[src/rtl/mem_arbiter.sv]
// mem_arbiter: shares one cache-line memory port between icache and dcache.
// Serialises block transactions and aborts hung ones after TIMEOUT cycles.
module mem_arbiter #(
  parameter int ADDR_W  = 32,
  parameter int DATA_W  = 256,
  parameter int TIMEOUT = 64,
  parameter int PRIO_D  = 1
) (
  input  logic              clk_i,
  input  logic              rst_i,
  input  logic              i_req_i,
  input  logic [ADDR_W-1:0] i_addr_i,
  output logic [DATA_W-1:0] i_data_o,
  output logic              i_ack_o,
  input  logic              d_req_i,
  input  logic              d_write_i,
  input  logic [ADDR_W-1:0] d_addr_i,
  input  logic [DATA_W-1:0] d_data_i,
  output logic [DATA_W-1:0] d_data_o,
  output logic              d_ack_o,
  output logic              mem_enable_o,
  output logic              mem_write_o,
  output logic [ADDR_W-1:0] mem_addr_o,
  output logic [DATA_W-1:0] mem_data_o,
  input  logic [DATA_W-1:0] mem_data_i,
  input  logic              mem_ack_i,
  output logic [1:0]        grant_o,
  output logic              err_o
);

  localparam int CW = $clog2(TIMEOUT + 1);
  localparam logic [CW-1:0] TLIM = CW'(TIMEOUT - 1);
  localparam bit PD = (PRIO_D != 0);

  typedef enum logic [1:0] {
    IDLE, BUSY_I, BUSY_D, RESP
  } state_t;

  state_t state, state_n;
  logic [CW-1:0] cnt, cnt_n;
  logic last_d, last_d_n;
  logic pick_d, done;
  logic en_n, wr_n, iack_n, dack_n, err_n;
  logic [ADDR_W-1:0] addr_n;
  logic [DATA_W-1:0] mdata_n, idata_n, ddata_n;
  logic [1:0] grant_n;

  // ties go to dcache under PD, else to whoever did not win last
  assign pick_d = d_req_i && (!i_req_i || PD || !last_d);
  assign done = mem_ack_i || (cnt == TLIM);

  always_comb begin
    state_n  = state;
    cnt_n    = cnt;
    last_d_n = last_d;
    en_n     = mem_enable_o;
    wr_n     = mem_write_o;
    addr_n   = mem_addr_o;
    mdata_n  = mem_data_o;
    idata_n  = i_data_o;
    ddata_n  = d_data_o;
    iack_n   = 1'b0;
    dack_n   = 1'b0;
    grant_n  = grant_o;
    err_n    = err_o;
    unique case (state)
      IDLE: begin
        if (i_req_i || d_req_i) begin
          state_n  = pick_d ? BUSY_D : BUSY_I;
          cnt_n    = '0;
          last_d_n = pick_d;
          en_n     = 1'b1;
          wr_n     = pick_d && d_write_i;
          addr_n   = pick_d ? d_addr_i : i_addr_i;
          mdata_n  = pick_d ? d_data_i : '0;
          grant_n  = pick_d ? 2'b10 : 2'b01;
        end
      end
      BUSY_I, BUSY_D: begin
        cnt_n = cnt + 1'b1;
        if (done) begin
          state_n = RESP;
          en_n    = 1'b0;
          grant_n = 2'b00;
          iack_n  = (state == BUSY_I);
          dack_n  = (state == BUSY_D);
          if (!mem_ack_i) err_n = 1'b1;
          if (state == BUSY_I) begin
            idata_n = mem_ack_i ? mem_data_i : '0;
          end else if (!mem_ack_i) begin
            ddata_n = '0;
          end else if (!mem_write_o) begin
            ddata_n = mem_data_i;
          end
        end
      end
      RESP: state_n = IDLE;
      default: state_n = IDLE;
    endcase
  end

  always_ff @(posedge clk_i or negedge rst_i) begin
    if (!rst_i) begin
      state        <= IDLE;
      cnt          <= '0;
      last_d       <= 1'b0;
      mem_enable_o <= 1'b0;
      mem_write_o  <= 1'b0;
      mem_addr_o   <= '0;
      mem_data_o   <= '0;
      i_data_o     <= '0;
      d_data_o     <= '0;
      i_ack_o      <= 1'b0;
      d_ack_o      <= 1'b0;
      grant_o      <= 2'b00;
      err_o        <= 1'b0;
    end else begin
      state        <= state_n;
      cnt          <= cnt_n;
      last_d       <= last_d_n;
      mem_enable_o <= en_n;
      mem_write_o  <= wr_n;
      mem_addr_o   <= addr_n;
      mem_data_o   <= mdata_n;
      i_data_o     <= idata_n;
      d_data_o     <= ddata_n;
      i_ack_o      <= iack_n;
      d_ack_o      <= dack_n;
      grant_o      <= grant_n;
      err_o        <= err_n;
    end
  end

endmodule

[config.mk]
export PLATFORM = sky130hd
export DESIGN_NAME = mem_arbiter
export DESIGN_NICKNAME = d
export VERILOG_FILES = /design/src/rtl/mem_arbiter.sv
export SDC_FILE = /design/constraint.sdc
export NUM_CORES = 1
export LEC_CHECK = 0
export ABC_AREA = 1
export CAP_MARGIN = 20
export CORE_AREA = 4 4 546 548
export CTS_BUF_LIST = sky130_fd_sc_hd__clkbuf_4
export DETAILED_ROUTE_END_ITERATION = 10
export DIE_AREA = 0 0 550 552
export DONT_BUFFER_PORTS = 1
export GPL_TIMING_DRIVEN = 0
export PLACE_DENSITY_LB_ADDON = 0.12
export SETUP_SLACK_MARGIN = 0.4
export SLEW_MARGIN = 20
export SYNTH_ARGS = -nofsm -noshare
export SYNTH_HDL_FRONTEND = slang
export SYNTH_SLANG_ARGS = --single-unit
[constraint.sdc]
create_clock -name clk_i -period 2.2 [get_ports clk_i]
set_clock_uncertainty 0.1 [all_clocks]
set_input_delay 0.22 -clock clk_i [delete_from_list [all_inputs] [get_ports clk_i]]
set_output_delay 0.22 -clock clk_i [all_outputs]
set_load 0.05 [all_outputs]
==> reports/results.txt <==
status: finished with violations
failing checks: negative hold slack, negative setup slack
CTS tree: yes
asr flop ratio synth: 1.00
VDD IR max: 715 uV
Yosys warnings: 0
Peak Freq: 416 MHz
Tot Pwr: 0.0989 W
Synth Flop Type: dfrtp_1
Synth Net Count: 4,801
fraction of layout cells with a size suffix above 1: 0.194
Finished Core Util: 0.212
post-synth top area cell: dfrtp_1
Final Hold Fails: 307
first-pass GRT wire length: 355 mm
final setup vio count: 390
routability cong.: 0.903
final WL: 267 mm
CP peak stage delay: 400 ps
Req. time, crit path: 3120 ps
Tmin final: 2400 ps
Slowest-stage cell, CP: dfrtp_1
worst min path class: in2async
share of the clock period used by the worst path: 1.09
grt total ovfl: 0
1st-iter DRT viols: 2,291
Crit. End Element: register
worst r2r path cells: 15
CTS Sinks: 816
Final WS setup: -204 ps
most numerous cell on the critical path: buf_6
CTS clk-pin slew, worst paths: 60 ps
Leakage: 29.9 nW
Ports: 1,389
CTS root buf: clkbuf_4
main area contributors after synthesis: dfrtp_1 (58%), nand2_1 (20%), nand4_1 (9.2%)
Pwr Density: 1590 nW/um^2
Yosys cell types: 27
Crit Path Class: reg2reg
reg2reg start: state[0]
Final HPWL DP: 206 mm
Die Y: 552 microns
leading cell type in the layout, fill and taps excluded: nand2_1
commonest cells after routing, fill and taps aside: nand2_1 (1,848), dlygate4sd3_1 (1,467), nand4_1 (517), dfrtp_1 (433), clkbuf_4 (402)
Floorplan Core Area: 293,000 sq um
type of origin of the critical path: register
clk buf depth: 4
post-DR vias/cell: 3.78
GRT Overall Usage: 0.166
via count: 38,400
relative slew slack: 0.306
Detailed Routing Iterations Pass 1: 5
EDFF count, synth: 0
fin. max-slew vios: 0
largest net degree at the start of global routing: 189
average cell area after synthesis: 8.38 sq um
Die Wd: 550 microns
initial antenna violation count: 21
Layout area overhead: 75.9%
#FFs+latches synth: 816
actual slew at the worst max-slew pin: 1040 ps
worst hold slack: -823 ps
sequential cell area: 21,000 sq um
Yosys top cell area share: 0.578
remaining antenna violation count: 0
CP Cell Sequence: buf_6, buf_6, ha_4, buf_6, a21oi_4, buf_6, buf_6, buf_6, nand3_4, buf_12, buf_8, buf_16, buf_12, nand2_1, nand2_1
Critical Path Source: state[0]
CP Max Fanout: 10
cts bufs inserted: 278
CP Depth: 15
Nets: 6,659
Filler cells: 32,400
RSZ-0062 raised after global routing: yes
# DRC: 0
H-tree depth: 5
Synth Cell Area: 35,300 sq um
Mapped Cells: 4,214
sequential-to-total area share from yosys stat: 0.578
vias in the first global route: 40,800
Initial Utilization: 0.120
# rows: 199
area of the multi-input gates: 12,400 sq um
Die Area: 304,000 sq um
Routed WL per cell: 26.2 microns
crit path DAT: 3320 ps
critical path's top delay family: buffers and inverters
clk_lat worst skew: 1180 ps
IO Port Bufs: 0
# Max-Cap Violations: 0
critical path buffer and inverter count: 10
report_power, final:
group          internal, W  switching, W
clock network      0.00868       0.00826
registers           0.0214        0.0309
logic               0.0117        0.0179
total               0.0417        0.0571
flip-flops by register name, summed over array words and instances (netlist names):
register and cells:
mem_enable_o 1, mem_write_o 1, cnt 7, d_ack_o 1, mem_data_o 256, d_data_o 256
i_data_o 256, i_ack_o 1, mem_addr_o 32, err_o 1, state 2, grant_o 2
worst min-delay path: cells and delay by family:
| kind | cells | cell delay [ps] |
|---|---|---|
| buffers and inverters | 4 | 650 |
cell usage after synthesis, drive strengths merged (4+ instances only):
library cell and instances:
nand2 1894, dfrtp 816, nand4 517, nand3 270, inv 268, clkbuf 198, buf 160, nor2 40
a31oi 32, ha 5, o21ai 5, a21oi 4
path summary, 6_finish.rpt:
| kind | to | slack, ps |
|---|---|---|
| min in group clk_i | d_data_o[237] | 180 |
| worst max-delay path | d_data_o[163] | -200 |
| worst min register to register | cnt[6] | 450 |
| worst max register to register | d_data_o[163] | -200 |
| worst min-delay path | d_data_o[205] | -820 |
| max in group asynchronous | mem_data_o[218] | 310 |
repair_timing:
action,CTS,global route
gates resized for setup,613,332
cloned,21,7
endpoints found under the hold margin,1515,323
pin swaps,76,5
setup endpoints to repair,1623,1739
setup buffers,48,17
hold buffers,1462,11
layout make-up:
type                    count  share of cell area
well taps                3919              0.0790
repair buffers           1578               0.268
multi-input cells        2771               0.200
flip-flops and latches    816               0.339
clock inverters            58             0.00701
inverters                 269              0.0163
clock buffers             389              0.0470
diodes                     14            0.000564
plain buffers             358              0.0440
cells by family (layout without fill, tap and decap cells):
logic type / count (synthesis) / count (layout) / synth area share
adder cells (fa/ha/maj): 5 / 5 / 0.00177
other: 0 / 14 / 0
XOR/XNOR: 1 / 1 / 0.000248
AND/OR/NAND/NOR: 2723 / 2723 / 0.336
flip-flops: 816 / 816 / 0.578
buffers and inverters: 627 / 2652 / 0.0755
AO/OA/AOI/OAI: 42 / 42 / 0.00758
layer usage:
layer | wire (microns) | share of wire | vias up | global-route usage
met3 | 23500 | 0.088 | 451 | 0.0571
met2 | 132000 | 0.49 | 1666 | 0.295
met5 | 54 | 0.00020 | - | 0
met1 | 98500 | 0.37 | 18700 | 0.179
li1 | - | - | 17600 | -
met4 | 12800 | 0.048 | 10 | 0.0715
stage by stage:
stage	hold slack (ps)	std cells	setup TNS [ps]	instance area, sq um	worst slack [ps]
floorplan	-176	4214	0	35300	400
detailed placement	-173	8143	-646490	40500	-1470
global placement	-150	8133	-741740	40200	-1620
finish	-823	10200	-25270	62100	-204
CTS	-1100	10100	-287800	61000	-354
global route	-1020	10200	-209900	62100	-274
Power figures use the tool's default switching activity.
